### config.mk
export PLATFORM = sky130hd
export DESIGN_NAME = rv_mc_ctrl
export DESIGN_NICKNAME = d
export VERILOG_FILES = /design/src/rtl/rv_pkg.sv /design/src/rtl/rv_decode.sv /design/src/rtl/rv_mc_ctrl.sv
export SDC_FILE = /design/constraint.sdc
export NUM_CORES = 1
export LEC_CHECK = 0
export ABC_AREA = 0
export CAP_MARGIN = 30
export CORE_UTILIZATION = 58
export CTS_BUF_LIST = sky130_fd_sc_hd__clkbuf_2 sky130_fd_sc_hd__clkbuf_4 sky130_fd_sc_hd__clkbuf_8
export DETAILED_ROUTE_END_ITERATION = 8
export DONT_BUFFER_PORTS = 1
export GPL_TIMING_DRIVEN = 0
export PLACE_DENSITY = 0.83
export SLEW_MARGIN = 40
export SYNTH_ARGS = -nofsm -noshare
export SYNTH_HDL_FRONTEND = slang
export SYNTH_HIERARCHICAL = 1
export SYNTH_SLANG_ARGS = --single-unit
### constraint.sdc
create_clock -name clk -period 1.5 [get_ports clk]
set_input_delay 0.3 -clock clk [delete_from_list [all_inputs] [get_ports clk]]
set_output_delay 0.3 -clock clk [all_outputs]
set_load 0.05 [all_outputs]
### src/rtl/rv_pkg.sv
// Shared encodings for the multicycle RV32I controller: opcodes, FSM states
// and the select/operation codes driven to the datapath.
package rv_pkg;

    localparam logic [6:0] OPC_LOAD   = 7'b0000011;
    localparam logic [6:0] OPC_OP_IMM = 7'b0010011;
    localparam logic [6:0] OPC_JALR   = 7'b1100111;
    localparam logic [6:0] OPC_STORE  = 7'b0100011;
    localparam logic [6:0] OPC_BRANCH = 7'b1100011;
    localparam logic [6:0] OPC_LUI    = 7'b0110111;
    localparam logic [6:0] OPC_AUIPC  = 7'b0010111;
    localparam logic [6:0] OPC_JAL    = 7'b1101111;
    localparam logic [6:0] OPC_OP     = 7'b0110011;

    typedef enum logic [2:0] {
        ST_START  = 3'd0,
        ST_FETCH  = 3'd1,
        ST_DECODE = 3'd2,
        ST_EXEC   = 3'd3,
        ST_MEM    = 3'd4,
        ST_WB     = 3'd5,
        ST_TRAP   = 3'd6
    } state_t;

    localparam logic [2:0] IMM_I = 3'd0;
    localparam logic [2:0] IMM_S = 3'd1;
    localparam logic [2:0] IMM_B = 3'd2;
    localparam logic [2:0] IMM_U = 3'd3;
    localparam logic [2:0] IMM_J = 3'd4;

    localparam logic [1:0] PC_PLUS4 = 2'd0;
    localparam logic [1:0] PC_IMM   = 2'd1;
    localparam logic [1:0] PC_ALU   = 2'd2;

    localparam logic [1:0] WB_ALU = 2'd0;
    localparam logic [1:0] WB_MEM = 2'd1;
    localparam logic [1:0] WB_PC4 = 2'd2;
    localparam logic [1:0] WB_IMM = 2'd3;

    localparam logic [3:0] ALU_ADD = 4'b0000;
    localparam logic [3:0] ALU_SUB = 4'b1000;

endpackage

### src/rtl/rv_decode.sv
// Combinational opcode decode: classifies the instruction and produces the
// per-instruction selects that the sequencer gates by state.
module rv_decode
    import rv_pkg::*;
(
    input  logic [31:0] ir,
    output logic        legal,
    output logic        is_load,
    output logic        is_store,
    output logic        is_branch,
    output logic        rd_nz,
    output logic [2:0]  imm_type,
    output logic [3:0]  alu_op,
    output logic        alu_a_sel,
    output logic        alu_b_sel,
    output logic [1:0]  wb_sel,
    output logic [1:0]  wb_pc_sel
);

    logic [6:0] opcode;
    logic [2:0] funct3;
    logic       unused_ir;

    assign opcode    = ir[6:0];
    assign funct3    = ir[14:12];
    assign rd_nz     = (ir[11:7] != 5'd0);
    assign unused_ir = ^{ir[31], ir[29:15]};

    always_comb begin
        legal     = 1'b0;
        is_load   = 1'b0;
        is_store  = 1'b0;
        is_branch = 1'b0;
        imm_type  = IMM_I;
        alu_op    = ALU_ADD;
        alu_a_sel = 1'b0;
        alu_b_sel = 1'b0;
        wb_sel    = WB_ALU;
        wb_pc_sel = PC_PLUS4;
        case (opcode)
            OPC_LOAD: begin
                legal     = 1'b1;
                is_load   = 1'b1;
                imm_type  = IMM_I;
                alu_b_sel = 1'b1;
                wb_sel    = WB_MEM;
            end
            OPC_OP_IMM: begin
                // ir[30] only distinguishes SRAI from SRLI; elsewhere it is immediate bits
                legal     = 1'b1;
                imm_type  = IMM_I;
                alu_b_sel = 1'b1;
                alu_op    = {(funct3 == 3'b101) & ir[30], funct3};
            end
            OPC_JALR: begin
                legal     = 1'b1;
                imm_type  = IMM_I;
                alu_b_sel = 1'b1;
                wb_sel    = WB_PC4;
                wb_pc_sel = PC_ALU;
            end
            OPC_STORE: begin
                legal     = 1'b1;
                is_store  = 1'b1;
                imm_type  = IMM_S;
                alu_b_sel = 1'b1;
            end
            OPC_BRANCH: begin
                legal     = 1'b1;
                is_branch = 1'b1;
                imm_type  = IMM_B;
                alu_op    = ALU_SUB;
            end
            OPC_LUI: begin
                legal     = 1'b1;
                imm_type  = IMM_U;
                alu_b_sel = 1'b1;
                wb_sel    = WB_IMM;
            end
            OPC_AUIPC: begin
                legal     = 1'b1;
                imm_type  = IMM_U;
                alu_a_sel = 1'b1;
                alu_b_sel = 1'b1;
            end
            OPC_JAL: begin
                legal     = 1'b1;
                imm_type  = IMM_J;
                alu_b_sel = 1'b1;
                wb_sel    = WB_PC4;
                wb_pc_sel = PC_IMM;
            end
            OPC_OP: begin
                legal  = 1'b1;
                alu_op = {ir[30], funct3};
            end
            default: ;
        endcase
    end

endmodule

### src/rtl/rv_mc_ctrl.sv
// Multicycle RV32I control unit: state register and sequencing, with all
// datapath controls decoded combinationally from state and ir.
module rv_mc_ctrl
    import rv_pkg::*;
(
    input  logic        clk,
    input  logic        rst,
    input  logic [31:0] ir,
    input  logic        mem_ready,
    input  logic        br_taken,
    output logic        mem_req,
    output logic        mem_we,
    output logic        addr_sel,
    output logic        ir_we,
    output logic        pc_we,
    output logic [1:0]  pc_sel,
    output logic        rf_we,
    output logic [1:0]  wb_sel,
    output logic        alu_a_sel,
    output logic        alu_b_sel,
    output logic [3:0]  alu_op,
    output logic [2:0]  imm_type,
    output logic        illegal,
    output logic [2:0]  state
);

    state_t     cur_state;
    logic       illegal_q;

    logic       dec_legal;
    logic       dec_load;
    logic       dec_store;
    logic       dec_branch;
    logic       dec_rd_nz;
    logic [2:0] dec_imm_type;
    logic [3:0] dec_alu_op;
    logic       dec_alu_a_sel;
    logic       dec_alu_b_sel;
    logic [1:0] dec_wb_sel;
    logic [1:0] dec_wb_pc_sel;

    rv_decode u_decode (
        .ir        (ir),
        .legal     (dec_legal),
        .is_load   (dec_load),
        .is_store  (dec_store),
        .is_branch (dec_branch),
        .rd_nz     (dec_rd_nz),
        .imm_type  (dec_imm_type),
        .alu_op    (dec_alu_op),
        .alu_a_sel (dec_alu_a_sel),
        .alu_b_sel (dec_alu_b_sel),
        .wb_sel    (dec_wb_sel),
        .wb_pc_sel (dec_wb_pc_sel)
    );

    // mem_ready is only consulted in FETCH and MEM, the two states that hold mem_req high
    always_ff @(posedge clk or posedge rst) begin
        if (rst) begin
            cur_state <= ST_START;
            illegal_q <= 1'b0;
        end else begin
            case (cur_state)
                ST_START:  cur_state <= ST_FETCH;
                ST_FETCH:  if (mem_ready) cur_state <= ST_DECODE;
                ST_DECODE: begin
                    if (dec_legal) begin
                        cur_state <= ST_EXEC;
                    end else begin
                        cur_state <= ST_TRAP;
                        illegal_q <= 1'b1;
                    end
                end
                ST_EXEC: begin
                    if (dec_branch)                  cur_state <= ST_FETCH;
                    else if (dec_load || dec_store)  cur_state <= ST_MEM;
                    else                             cur_state <= ST_WB;
                end
                ST_MEM: begin
                    if (mem_ready) cur_state <= dec_store ? ST_FETCH : ST_WB;
                end
                ST_WB:   cur_state <= ST_FETCH;
                ST_TRAP: cur_state <= ST_TRAP;
                default: cur_state <= ST_START;
            endcase
        end
    end

    // Gating with rst drops every strobe the instant reset asserts, before the flops settle
    always_comb begin
        mem_req   = 1'b0;
        mem_we    = 1'b0;
        addr_sel  = 1'b0;
        ir_we     = 1'b0;
        pc_we     = 1'b0;
        pc_sel    = PC_PLUS4;
        rf_we     = 1'b0;
        wb_sel    = WB_ALU;
        alu_a_sel = 1'b0;
        alu_b_sel = 1'b0;
        alu_op    = ALU_ADD;
        imm_type  = IMM_I;
        if (!rst) begin
            if (cur_state inside {ST_DECODE, ST_EXEC, ST_MEM, ST_WB}) begin
                imm_type  = dec_imm_type;
                alu_op    = dec_alu_op;
                alu_a_sel = dec_alu_a_sel;
                alu_b_sel = dec_alu_b_sel;
            end
            case (cur_state)
                ST_FETCH: begin
                    mem_req = 1'b1;
                    ir_we   = mem_ready;
                end
                ST_EXEC: begin
                    if (dec_branch) begin
                        pc_we  = 1'b1;
                        pc_sel = br_taken ? PC_IMM : PC_PLUS4;
                    end
                end
                ST_MEM: begin
                    mem_req  = 1'b1;
                    addr_sel = 1'b1;
                    mem_we   = dec_store;
                    pc_we    = mem_ready & dec_store;
                end
                ST_WB: begin
                    rf_we  = dec_rd_nz;
                    wb_sel = dec_wb_sel;
                    pc_we  = 1'b1;
                    pc_sel = dec_wb_pc_sel;
                end
                default: ;
            endcase
        end
    end

    assign illegal = illegal_q;
    assign state   = cur_state;

endmodule

==> results of run 1 <==
state kept, by name, summed over array words and instances (netlist names):
name	cells
state	3
illegal	1
per-layer routing:
metal,vias up,wire length [µm],global-route usage
met1,405,887,0.412
li1,404,-,-
met5,-,0,0
met4,0,30,0.103
met2,71,1150,0.600
met3,5,260,0.0867
kinds of logic (layout without fill, tap and decap cells):
kind of cell    count (synthesis)  count (layout)  share of synthesized area
buf+inv                        11              19                      0.106
xor+xnor                        1               1                     0.0112
compound gates                 21              22                      0.188
flops                           4               4                      0.128
simple gates                   71              71                      0.567
power breakdown:
group	internal [mW]	switching [mW]	total [mW]
clock	0.119	0.0627	0.182
sequential	0.166	0.265	0.430
combinational	0.412	0.545	0.958
total	0.697	0.873	1.57
critical path, stage by stage (launching register included):
cell,delay [ns]
dfrtp_2,0.52
buf_8,0.17
nor4b_4,0.66
and2_4,0.36
per-stage QoR:
step	setup TNS (ns)	hold slack (ns)	total power, mW	area, µm²
4_1_cts	-11.02	0.271	1.54	1030
2_1_floorplan	-2.18	0.0904	1.08	901
5_1_grt	-12.14	0.320	1.63	1030
3_3_place_gp	-3.49	0.116	1.15	918
6_report	-11.33	0.304	1.57	1030
3_5_place_dp	-3.89	0.122	1.18	918
final cells by class:
type                    count  area (µm²)  area share
inverters                   3        11.3      0.0109
plain buffers               8        81.3      0.0787
repair buffers              4        32.5      0.0315
well taps                  14        17.5      0.0169
clock buffers               4        30.0      0.0291
multi-input cells          94         757       0.732
flip-flops and latches      4         104       0.100
worst max path at each step:
| stage | start | end | slack, ns |
|---|---|---|---|
| after floorplan | state[2] | mem_we | -0.51 |
| after global placement | state[2] | mem_we | -0.54 |
| after detailed placement | state[2] | mem_we | -0.57 |
| after CTS | state[1] | mem_we | -0.79 |
| after global routing | state[1] | mem_we | -0.81 |
| final | state[1] | mem_we | -0.78 |
cells in the final DEF (no fill, tap or decap), drive strengths merged:
cell,n
a211oi,1
a21o,1
a21oi,9
a221oi,2
a32o,1
a32oi,1
and2,18
and2b,1
and3,2
and4b,1
buf,11
clkbuf,4
dfrtp,4
dlygate4sd3,1
inv,3
nand2,8
nand2b,8
nand3,5
nand4bb,1
nor2,11
nor2b,2
nor3,8
nor3b,1
nor4,1
nor4b,1
o211ai,1
o21a,2
o21ai,2
o311a,1
o32ai,1
or2,1
or3,1
or3b,1
xnor2,1
repair_timing:
action / in CTS / in global routing
pin swaps: 7 / 2
cloned: 1 / 0
gates resized for setup: 9 / 1
hold endpoints to repair: 4 / 0
buffers inserted: 3 / 0
setup endpoints to repair: 19 / 21
hold buffers: 1 / 0
==> run_summary.xml, run 1 <==
<?xml version="1.0" encoding="UTF-8"?>
<metrics>
  <group name="synth">
    <metric name="synth.cells.most_frequent" unit="">and2_1 (18), nor2_1 (11), a21oi_1 (9)</metric>
    <metric name="most_common_cell_in_the_netlist" unit="">and2_1</metric>
    <metric name="ys_seq_area_frac" unit="">0.128</metric>
    <metric name="post_synth_num_cell_types" unit="">38</metric>
    <metric name="postSynthNetCount" unit="">144</metric>
    <metric name="async_flop_share" unit="">1.00</metric>
    <metric name="number_of_synthesized_flops_with_an_enable_pin" unit="">0</metric>
    <metric name="yosys.area.top_type" unit="">and2_1</metric>
    <metric name="yosys_register_bits" unit="">4</metric>
    <metric name="synthDominantCellAreaShare" unit="">0.144</metric>
    <metric name="synth.area.top_cells" unit="">and2_1 (14%), dfrtp_1 (13%), buf_6 (7.2%), a21oi_1 (5.8%), nand2b_1 (5.6%)</metric>
    <metric name="synth.yosys.warnings" unit="">6</metric>
    <metric name="syn_area_per_cell" unit="µm²">7.22</metric>
    <metric name="main_flop_type_after_synthesis" unit="">dfrtp_1</metric>
    <metric name="synthesis.instances" unit="">108</metric>
    <metric name="syn-cell-area" unit="µm²">779</metric>
  </group>
  <group name="worst_setup_path">
    <metric name="worstSetupEndpointType" unit="">output pin</metric>
    <metric name="timing_worst_setup_path_type" unit="">register to output pin</metric>
    <metric name="type_of_element_launching_the_critical_path" unit="">register</metric>
    <metric name="reg2reg_launch_point" unit="">state[1]</metric>
    <metric name="worst-r2r-cell-count" unit="">6</metric>
    <metric name="crit_fanout" unit="">2</metric>
    <metric name="crit_required" unit="ns">1.20</metric>
    <metric name="critical_path_arrival" unit="ns">1.98</metric>
    <metric name="rrSetupSlack" unit="ns">-0.09</metric>
    <metric name="worst_r2r_endpoint" unit="">state[2]</metric>
  </group>
  <group name="clocking">
    <metric name="htree_num_levels" unit="">1</metric>
    <metric name="later_pin_clock_latency_in_the_skew_report" unit="ns">0.26</metric>
    <metric name="clk_transition_reported_paths" unit="ns">0.05</metric>
    <metric name="clockRootBuffer" unit="">clkbuf_4</metric>
    <metric name="number_of_buffers_between_clock_root_and_the_deepest_sink" unit="">2</metric>
    <metric name="cts_tree" unit="">built</metric>
    <metric name="cts-buffers-inserted" unit="">3</metric>
    <metric name="numClockSinks" unit="">4</metric>
  </group>
  <group name="finish">
    <metric name="fin_cells" unit="">131</metric>
    <metric name="post_route_cells_drive_above_1_share" unit="">0.470</metric>
    <metric name="finish.net_count" unit="">154</metric>
    <metric name="final.fill_count" unit="">69</metric>
    <metric name="post-route-util" unit="">0.882</metric>
    <metric name="antenna_cells" unit="">0</metric>
    <metric name="layout-area-overhead-vs-synth" unit="%">32.6</metric>
  </group>
  <group name="drt">
    <metric name="drt_first_iter_violations" unit="">40</metric>
    <metric name="count_of_vias_placed_by_the_detailed_router" unit="">885</metric>
    <metric name="detail_route.vias_per_cell" unit="">6.76</metric>
    <metric name="avgRoutedWirePerCell" unit="µm">17.8</metric>
    <metric name="detailedRoute.firstPassIterationCount" unit="">4</metric>
    <metric name="detail_route.wirelength" unit="µm">2330</metric>
    <metric name="drc_errors" unit="">0</metric>
    <metric name="ant_nets" unit="">0</metric>
  </group>
  <group name="sta">
    <metric name="final-setup-viol-count" unit="">21</metric>
    <metric name="rsz_0062_raised_after_global_routing" unit="">yes</metric>
    <metric name="worst_clock_skew" unit="ns">0.0174</metric>
    <metric name="maxClockFrequency" unit="MHz">439</metric>
    <metric name="timing_hold_violations_final" unit="">0</metric>
    <metric name="fin_crit_sh" unit="">1.52</metric>
    <metric name="timing.slew.headroom" unit="">0.481</metric>
    <metric name="timing_max_transition_violations_final" unit="">0</metric>
    <metric name="worst_pin_slew" unit="ns">0.775</metric>
    <metric name="fin_crit" unit="ns">2.28</metric>
    <metric name="post_route_setup_slack" unit="ns">-0.777</metric>
  </group>
  <group name="worst_hold_path">
    <metric name="min_path_cells" unit="">3</metric>
    <metric name="hold_class" unit="">primary input to register</metric>
    <metric name="holdPathEnd" unit="">state[1]</metric>
    <metric name="hold_path_startpoint" unit="">mem_ready</metric>
  </group>
  <group name="die">
    <metric name="die_w" unit="µm">38.7</metric>
    <metric name="io_pins" unit="">59</metric>
    <metric name="floorplan_core_area" unit="mm²">0.00117</metric>
    <metric name="initial_core_util" unit="">0.666</metric>
    <metric name="placement_rows" unit="">12</metric>
    <metric name="die_h" unit="µm">38.7</metric>
    <metric name="die_area" unit="mm²">0.00149</metric>
  </group>
  <group name="status">
    <metric name="failed_checks" unit="">setup timing</metric>
    <metric name="outcome" unit="">finished, violations left</metric>
  </group>
  <group name="place">
    <metric name="place.detailed.hpwl" unit="µm">1540</metric>
    <metric name="routabilityCongestion" unit="">0.799</metric>
    <metric name="numPortBuffers" unit="">0</metric>
    <metric name="dp_worst_setup_slack" unit="ns">-0.573</metric>
    <metric name="post-place-cells" unit="">122</metric>
  </group>
  <group name="grt">
    <metric name="globalRouteOverflowTotal" unit="">0</metric>
    <metric name="globalRouteTotalUtil" unit="">0.346</metric>
    <metric name="number_of_global_route_vias_before_repair" unit="">734</metric>
    <metric name="grt_antenna_before_repair" unit="">0</metric>
    <metric name="grt_max_degree" unit="">11</metric>
    <metric name="grt_first_pass_wirelength" unit="µm">3390</metric>
  </group>
  <group name="pwr">
    <metric name="highest_ir_drop_seen_on_vdd" unit="mV">1.53</metric>
    <metric name="cellPowerDensity" unit="mW/mm²">1520</metric>
    <metric name="leak_pwr" unit="nW">0.379</metric>
  </group>
  <group name="job">
    <metric name="max_cap_viol_count" unit="">0</metric>
  </group>
</metrics>
(Power assumes the default switching activity.)
==> run 2, diff against run 1 <==
--- a/config.mk
+++ b/config.mk
@@ -18,3 +18,4 @@
 export SYNTH_HDL_FRONTEND = slang
 export SYNTH_HIERARCHICAL = 1
 export SYNTH_SLANG_ARGS = --single-unit
+export TNS_END_PERCENT = 5
==> run_summary.xml, run 2 (synthesis gave the netlist of run 1 again) <==
<?xml version="1.0" encoding="UTF-8"?>
<metrics>
  <group name="worst_setup_path">
    <metric name="cell_by_cell_listing_of_the_critical_path" unit="">buf_6 -&gt; nor4b_4 -&gt; and2_4</metric>
    <metric name="critical_path_arrival" unit="ns">1.98</metric>
    <metric name="worstSetupEndpointType" unit="">output pin</metric>
    <metric name="crit_required" unit="ns">1.20</metric>
    <metric name="timing_worst_setup_path_type" unit="">register to output pin</metric>
    <metric name="crit_path_largest_cell_delay" unit="ns">0.66</metric>
    <metric name="crit_fanout" unit="">10</metric>
    <metric name="crit_slowest_cell" unit="">nor4b_4</metric>
    <metric name="type_of_element_launching_the_critical_path" unit="">register</metric>
  </group>
  <group name="status">
    <metric name="failed_checks" unit="">setup timing</metric>
    <metric name="outcome" unit="">finished, violations left</metric>
  </group>
  <group name="drt">
    <metric name="detail_route.wirelength" unit="µm">1990</metric>
    <metric name="count_of_vias_placed_by_the_detailed_router" unit="">811</metric>
    <metric name="detailedRoute.firstPassIterationCount" unit="">4</metric>
    <metric name="ant_nets" unit="">0</metric>
    <metric name="drt_first_iter_violations" unit="">29</metric>
    <metric name="drc_errors" unit="">0</metric>
    <metric name="detail_route.vias_per_cell" unit="">6.34</metric>
    <metric name="avgRoutedWirePerCell" unit="µm">15.5</metric>
  </group>
  <group name="sta">
    <metric name="timing_max_transition_violations_final" unit="">0</metric>
    <metric name="worst_clock_skew" unit="ns">0.00760</metric>
    <metric name="timing.slew.headroom" unit="">0.449</metric>
    <metric name="worst_pin_slew" unit="ns">0.823</metric>
    <metric name="fin_crit_sh" unit="">1.52</metric>
    <metric name="fin_crit" unit="ns">2.28</metric>
    <metric name="timing_hold_violations_final" unit="">0</metric>
    <metric name="hold-worst-slack" unit="ns">0.275</metric>
    <metric name="final-setup-viol-count" unit="">19</metric>
    <metric name="maxClockFrequency" unit="MHz">439</metric>
    <metric name="rsz_0062_raised_after_global_routing" unit="">yes</metric>
    <metric name="post_route_setup_slack" unit="ns">-0.779</metric>
  </group>
  <group name="finish">
    <metric name="antenna_cells" unit="">0</metric>
    <metric name="layout-area-overhead-vs-synth" unit="%">20.1</metric>
    <metric name="mostFrequentLayoutCells" unit="">and2_4 (14), nor2_1 (11), a21oi_1 (8)</metric>
    <metric name="layout.cells.most_common" unit="">and2_4</metric>
    <metric name="final.fill_count" unit="">83</metric>
    <metric name="flip_flop_count_of_the_largest_register_after_layout" unit="">3</metric>
    <metric name="post_route_cells_drive_above_1_share" unit="">0.395</metric>
    <metric name="finish.net_count" unit="">151</metric>
  </group>
  <group name="place">
    <metric name="numPortBuffers" unit="">0</metric>
    <metric name="place.detailed.hpwl" unit="µm">1440</metric>
    <metric name="routabilityCongestion" unit="">0.831</metric>
  </group>
  <group name="pwr">
    <metric name="design_power_total" unit="mW">1.38</metric>
    <metric name="highest_ir_drop_seen_on_vdd" unit="mV">1.27</metric>
    <metric name="leak_pwr" unit="nW">0.341</metric>
    <metric name="cellPowerDensity" unit="mW/mm²">1470</metric>
  </group>
  <group name="grt">
    <metric name="globalRouteOverflowTotal" unit="">0</metric>
    <metric name="grt_antenna_before_repair" unit="">0</metric>
    <metric name="grt_max_degree" unit="">11</metric>
    <metric name="number_of_global_route_vias_before_repair" unit="">702</metric>
    <metric name="grt_first_pass_wirelength" unit="µm">2930</metric>
    <metric name="globalRouteTotalUtil" unit="">0.287</metric>
  </group>
  <group name="clocking">
    <metric name="number_of_buffers_between_clock_root_and_the_deepest_sink" unit="">2</metric>
    <metric name="htree_num_levels" unit="">1</metric>
    <metric name="numClockSinks" unit="">4</metric>
    <metric name="clockRootBuffer" unit="">clkbuf_4</metric>
    <metric name="later_pin_clock_latency_in_the_skew_report" unit="ns">0.25</metric>
    <metric name="clk_transition_reported_paths" unit="ns">0.04</metric>
    <metric name="cts_tree" unit="">built</metric>
    <metric name="cts-buffers-inserted" unit="">3</metric>
  </group>
  <group name="die">
    <metric name="initial_core_util" unit="">0.666</metric>
    <metric name="die_h" unit="µm">38.7</metric>
    <metric name="die_w" unit="µm">38.7</metric>
    <metric name="io_pins" unit="">59</metric>
    <metric name="placement_rows" unit="">12</metric>
    <metric name="die_area" unit="mm²">0.00149</metric>
    <metric name="floorplan_core_area" unit="mm²">0.00117</metric>
  </group>
  <group name="job">
    <metric name="max_cap_viol_count" unit="">0</metric>
  </group>
  <group name="worst_hold_path">
    <metric name="hold_class" unit="">primary input to register</metric>
  </group>
</metrics>
[run 2: cell count changes in the layout (fill, tap and decap cells not counted), moves of 2 or more]
cell,delta
nand3_1,+2
nor3_2,+2
buf_4,-2
nor3_4,-2
nor2_1,+3
nor2_4,-3
nand3_2,-2
[run 2: critical path, delay by kind of cell, from the launching register on]
| kind | cells | cell delay (ns) |
|---|---|---|
| buffers and inverters | 1 | 0.19 |
| DFF | 1 | 0.51 |
| and+or+nand+nor | 2 | 1.02 |
[run 2: repair_timing]
| item | in CTS | in global routing |
|---|---|---|
| setup endpoints to repair | 19 | 20 |
| gates cloned | 0 | 0 |
| resized for setup | 34 | 1 |
| setup buffers | 1 | 0 |
| pin swaps | 5 | 1 |
| hold buffers | 1 | 0 |
| endpoints found under the hold margin | 4 | 0 |
[run 2: path summary, 6_finish.rpt]
path	startpoint	endpoint	slack [ns]	depth (start not counted)
max in group asynchronous	rst	state[2]	0.79	2
min reg2reg	illegal	illegal	0.82	1
max	state[1]	mem_we	-0.78	3
max reg2reg	state[2]	state[2]	0.01	5
min	mem_ready	state[1]	0.27	3
min in group asynchronous	rst	state[0]	0.50	2
[run 2: final cells by class]
cell class / count / area, µm² / area share
well taps: 14 / 17.5 / 0.0187
plain buffers: 8 / 71.3 / 0.0762
flip-flops and latches: 4 / 106 / 0.114
repair buffers: 2 / 17.5 / 0.0187
inverters: 3 / 11.3 / 0.0120
multi-input cells: 93 / 682 / 0.729
clock buffers: 4 / 30.0 / 0.0321
[run 2: report_power, final]
| part | internal, mW | switching (mW) | total [mW] |
|---|---|---|---|
| Clock | 0.118 | 0.0538 | 0.172 |
| Sequential | 0.173 | 0.255 | 0.428 |
| Combinational | 0.313 | 0.465 | 0.778 |
[run 2: per-layer routing]
layer / share of wire / up-vias / track usage
li1: - / 389 / -
met1: 0.40 / 360 / 0.366
met2: 0.48 / 58 / 0.496
met3: 0.10 / 4 / 0.0751
met4: 0.0065 / 0 / 0.0259
met5: 0 / - / 0
[run 2: stage by stage]
step / TNS (ns) / std cells / util / worst slack [ns] / cell area (µm²)
3_3_place_gp: -6.49 / 122 / 0.701 / -0.556 / 821
3_5_place_dp: -7.15 / 122 / 0.701 / -0.605 / 821
2_1_floorplan: -5.10 / 108 / - / -0.506 / 803
6_report: -8.50 / 128 / 0.799 / -0.779 / 936
4_1_cts: -8.67 / 128 / 0.795 / -0.801 / 931
5_1_grt: -9.60 / 128 / 0.799 / -0.840 / 936
==> run 3, diff against run 2 <==
--- a/config.mk
+++ b/config.mk
@@ -5,14 +5,15 @@
 export SDC_FILE = /design/constraint.sdc
 export NUM_CORES = 1
 export LEC_CHECK = 0
-export ABC_AREA = 0
+export ABC_AREA = 1
 export CAP_MARGIN = 30
-export CORE_UTILIZATION = 58
+export CORE_AREA = 2 2 39 41
 export CTS_BUF_LIST = sky130_fd_sc_hd__clkbuf_2 sky130_fd_sc_hd__clkbuf_4 sky130_fd_sc_hd__clkbuf_8
 export DETAILED_ROUTE_END_ITERATION = 8
+export DIE_AREA = 0 0 41 43
 export DONT_BUFFER_PORTS = 1
 export GPL_TIMING_DRIVEN = 0
-export PLACE_DENSITY = 0.83
+export PLACE_DENSITY = 0.8
 export SLEW_MARGIN = 40
 export SYNTH_ARGS = -nofsm -noshare
 export SYNTH_HDL_FRONTEND = slang
==> run_summary.xml, run 3 <==
<?xml version="1.0" encoding="UTF-8"?>
<metrics>
  <group name="status">
    <metric name="outcome" unit="">finished, violations left</metric>
    <metric name="failed_checks" unit="">setup timing</metric>
  </group>
  <group name="synth">
    <metric name="syn_area_per_cell" unit="µm²">5.07</metric>
    <metric name="most_common_cell_in_the_netlist" unit="">nand2_1</metric>
    <metric name="post_synth_num_cell_types" unit="">18</metric>
    <metric name="ys_seq_area_frac" unit="">0.137</metric>
    <metric name="synth.area.top_cells" unit="">nand2_1 (17%), inv_1 (16%), nor2_1 (15%), dfrtp_1 (14%), nand3_1 (9.6%)</metric>
    <metric name="yosys.area.top_type" unit="">nand2_1</metric>
    <metric name="async_flop_share" unit="">1.00</metric>
    <metric name="yosys_register_bits" unit="">4</metric>
    <metric name="syn-cell-area" unit="µm²">731</metric>
    <metric name="main_flop_type_after_synthesis" unit="">dfrtp_1</metric>
    <metric name="postSynthNetCount" unit="">180</metric>
    <metric name="number_of_synthesized_flops_with_an_enable_pin" unit="">0</metric>
    <metric name="synthDominantCellAreaShare" unit="">0.170</metric>
    <metric name="synth.cells.most_frequent" unit="">nand2_1 (33), inv_1 (32), nor2_1 (29)</metric>
    <metric name="synth.yosys.warnings" unit="">6</metric>
    <metric name="synthesis.instances" unit="">144</metric>
  </group>
  <group name="die">
    <metric name="floorplan_core_area" unit="mm²">0.00138</metric>
    <metric name="io_pins" unit="">59</metric>
    <metric name="die_h" unit="µm">43</metric>
    <metric name="die_area" unit="mm²">0.00176</metric>
    <metric name="die_w" unit="µm">41</metric>
    <metric name="initial_core_util" unit="">0.528</metric>
    <metric name="placement_rows" unit="">14</metric>
  </group>
  <group name="drt">
    <metric name="detail_route.wirelength" unit="µm">1930</metric>
    <metric name="drc_errors" unit="">0</metric>
    <metric name="ant_nets" unit="">0</metric>
    <metric name="drt_first_iter_violations" unit="">28</metric>
    <metric name="count_of_vias_placed_by_the_detailed_router" unit="">892</metric>
    <metric name="detail_route.vias_per_cell" unit="">5.41</metric>
    <metric name="avgRoutedWirePerCell" unit="µm">11.7</metric>
    <metric name="detailedRoute.firstPassIterationCount" unit="">4</metric>
  </group>
  <group name="finish">
    <metric name="post-route-util" unit="">0.768</metric>
    <metric name="design_area" unit="mm²">0.00106</metric>
    <metric name="flip_flop_count_of_the_largest_register_after_layout" unit="">3</metric>
    <metric name="antenna_cells" unit="">0</metric>
    <metric name="layout.cells.most_common" unit="">inv_1</metric>
    <metric name="post_route_cells_drive_above_1_share" unit="">0.389</metric>
    <metric name="mostFrequentLayoutCells" unit="">inv_1 (30), nand2_1 (27), nor2_4 (21)</metric>
    <metric name="layout-area-overhead-vs-synth" unit="%">45.4</metric>
    <metric name="fin_cells" unit="">165</metric>
    <metric name="finish.net_count" unit="">186</metric>
  </group>
  <group name="worst_setup_path">
    <metric name="type_of_element_launching_the_critical_path" unit="">register</metric>
    <metric name="cell_by_cell_listing_of_the_critical_path" unit="">inv_4 -&gt; nand2_2 -&gt; nand3_4 -&gt; nand2_8 -&gt; nor2_4</metric>
    <metric name="crit_required" unit="ns">1.20</metric>
    <metric name="worstSetupEndpointType" unit="">output pin</metric>
    <metric name="crit_path_largest_cell_delay" unit="ns">0.61</metric>
    <metric name="crit_slowest_cell" unit="">dfrtp_4</metric>
    <metric name="worst-r2r-cell-count" unit="">5</metric>
    <metric name="crit_fanout" unit="">9</metric>
    <metric name="rrSetupSlack" unit="ns">0.28</metric>
    <metric name="critical_path_arrival" unit="ns">1.62</metric>
    <metric name="reg2reg_launch_point" unit="">state[1]</metric>
    <metric name="critPathLaunch" unit="">state[1]</metric>
    <metric name="timing_worst_setup_path_type" unit="">register to output pin</metric>
  </group>
  <group name="grt">
    <metric name="grt_first_pass_wirelength" unit="µm">3180</metric>
    <metric name="globalRouteTotalUtil" unit="">0.256</metric>
    <metric name="grt_antenna_before_repair" unit="">0</metric>
    <metric name="grt_max_degree" unit="">10</metric>
    <metric name="globalRouteOverflowTotal" unit="">0</metric>
    <metric name="number_of_global_route_vias_before_repair" unit="">795</metric>
  </group>
  <group name="sta">
    <metric name="hold-worst-slack" unit="ns">0.235</metric>
    <metric name="timing_hold_violations_final" unit="">0</metric>
    <metric name="timing.slew.headroom" unit="">0.646</metric>
    <metric name="worst_pin_slew" unit="ns">0.529</metric>
    <metric name="timing_max_transition_violations_final" unit="">0</metric>
    <metric name="fin_crit" unit="ns">1.92</metric>
    <metric name="final-setup-viol-count" unit="">19</metric>
    <metric name="fin_setup_tns" unit="ns">-7.22</metric>
    <metric name="rsz_0062_raised_after_global_routing" unit="">yes</metric>
    <metric name="fin_crit_sh" unit="">1.28</metric>
    <metric name="post_route_setup_slack" unit="ns">-0.420</metric>
    <metric name="worst_clock_skew" unit="ns">0.00396</metric>
    <metric name="maxClockFrequency" unit="MHz">521</metric>
  </group>
  <group name="place">
    <metric name="place.detailed.hpwl" unit="µm">1540</metric>
    <metric name="dp_worst_setup_slack" unit="ns">-0.213</metric>
    <metric name="numPortBuffers" unit="">0</metric>
    <metric name="place_area" unit="µm²">1000</metric>
    <metric name="post-place-cells" unit="">160</metric>
    <metric name="routabilityCongestion" unit="">0.827</metric>
  </group>
  <group name="pwr">
    <metric name="design_power_total" unit="mW">1.43</metric>
    <metric name="leak_pwr" unit="nW">0.457</metric>
    <metric name="cellPowerDensity" unit="mW/mm²">1340</metric>
    <metric name="highest_ir_drop_seen_on_vdd" unit="mV">1.13</metric>
  </group>
  <group name="worst_hold_path">
    <metric name="hold_class" unit="">primary input to register</metric>
    <metric name="hold_path_startpoint" unit="">mem_ready</metric>
    <metric name="min_path_cells" unit="">2</metric>
  </group>
  <group name="clocking">
    <metric name="clockRootBuffer" unit="">clkbuf_4</metric>
    <metric name="cts_tree" unit="">built</metric>
    <metric name="number_of_buffers_between_clock_root_and_the_deepest_sink" unit="">2</metric>
    <metric name="clk_transition_reported_paths" unit="ns">0.05</metric>
    <metric name="later_pin_clock_latency_in_the_skew_report" unit="ns">0.25</metric>
    <metric name="numClockSinks" unit="">4</metric>
    <metric name="cts-buffers-inserted" unit="">3</metric>
    <metric name="htree_num_levels" unit="">1</metric>
    <metric name="postCtsSetupRepairBufs" unit="">0</metric>
  </group>
  <group name="job">
    <metric name="max_cap_viol_count" unit="">0</metric>
  </group>
</metrics>
## run 3: changes by cell type after synthesis, moves of 4 or more
cell / change
nand2_1: +26
buf_6: -5
nand2b_1: -7
nor3_1: -4
nand2_2: +5
nand3_1: +9
and2_1: -18
a21oi_1: -5
inv_1: +30
nor2_1: +18
## run 3: path summary, 6_finish.rpt
check	end
hold / removal	state[1]
setup reg to reg	state[1]
setup / recovery	imm_type[1]
min in group asynchronous	state[1]
max in group asynchronous	state[0]
hold reg to reg	state[1]
## run 3: worst max-delay path, delay by kind of cell (launching register included)
family | cells | cell delay, ns
DFF | 1 | 0.61
and+or+nand+nor | 4 | 0.63
buffers and inverters | 1 | 0.12
## run 3: logic make-up after synthesis
family / count (synthesis) / synth area share
AND/OR/NAND/NOR: 95 / 0.604
flip-flops: 4 / 0.137
buffers and inverters: 35 / 0.180
AO/OA/AOI/OAI: 10 / 0.0788
## run 3: what timing repair did
item,4_1_cts,5_1_grt
resized for setup,3,4
cloned,0,0
endpoints found under the setup margin,19,19
pin swaps,6,2
hold buffers,1,0
hold endpoints to repair,4,0
## run 3: per-layer routing
layer	part of all wire	global-route usage	wire, µm
met1	0.39	0.334	759
met2	0.52	0.406	995
met3	0.082	0.0366	158
met4	0.0078	0.0933	15
met5	0	0	0
## run 3: final cells by class
| class | count | area, µm² |
|---|---|---|
| Clock buffer | 4 | 30.0 |
| Tap cell | 16 | 20.0 |
| Timing Repair Buffer | 1 | 10.0 |
| Sequential cell | 4 | 111 |
| Fill cell | 110 | 322 |
| Multi-Input combinational cell | 105 | 749 |
| Inverter | 35 | 141 |
## run 3: power by group
part	internal, mW	leakage, nW	switching [mW]
registers	0.169	0.0421	0.287
logic	0.228	0.396	0.561
clock network	0.119	0.0184	0.0609
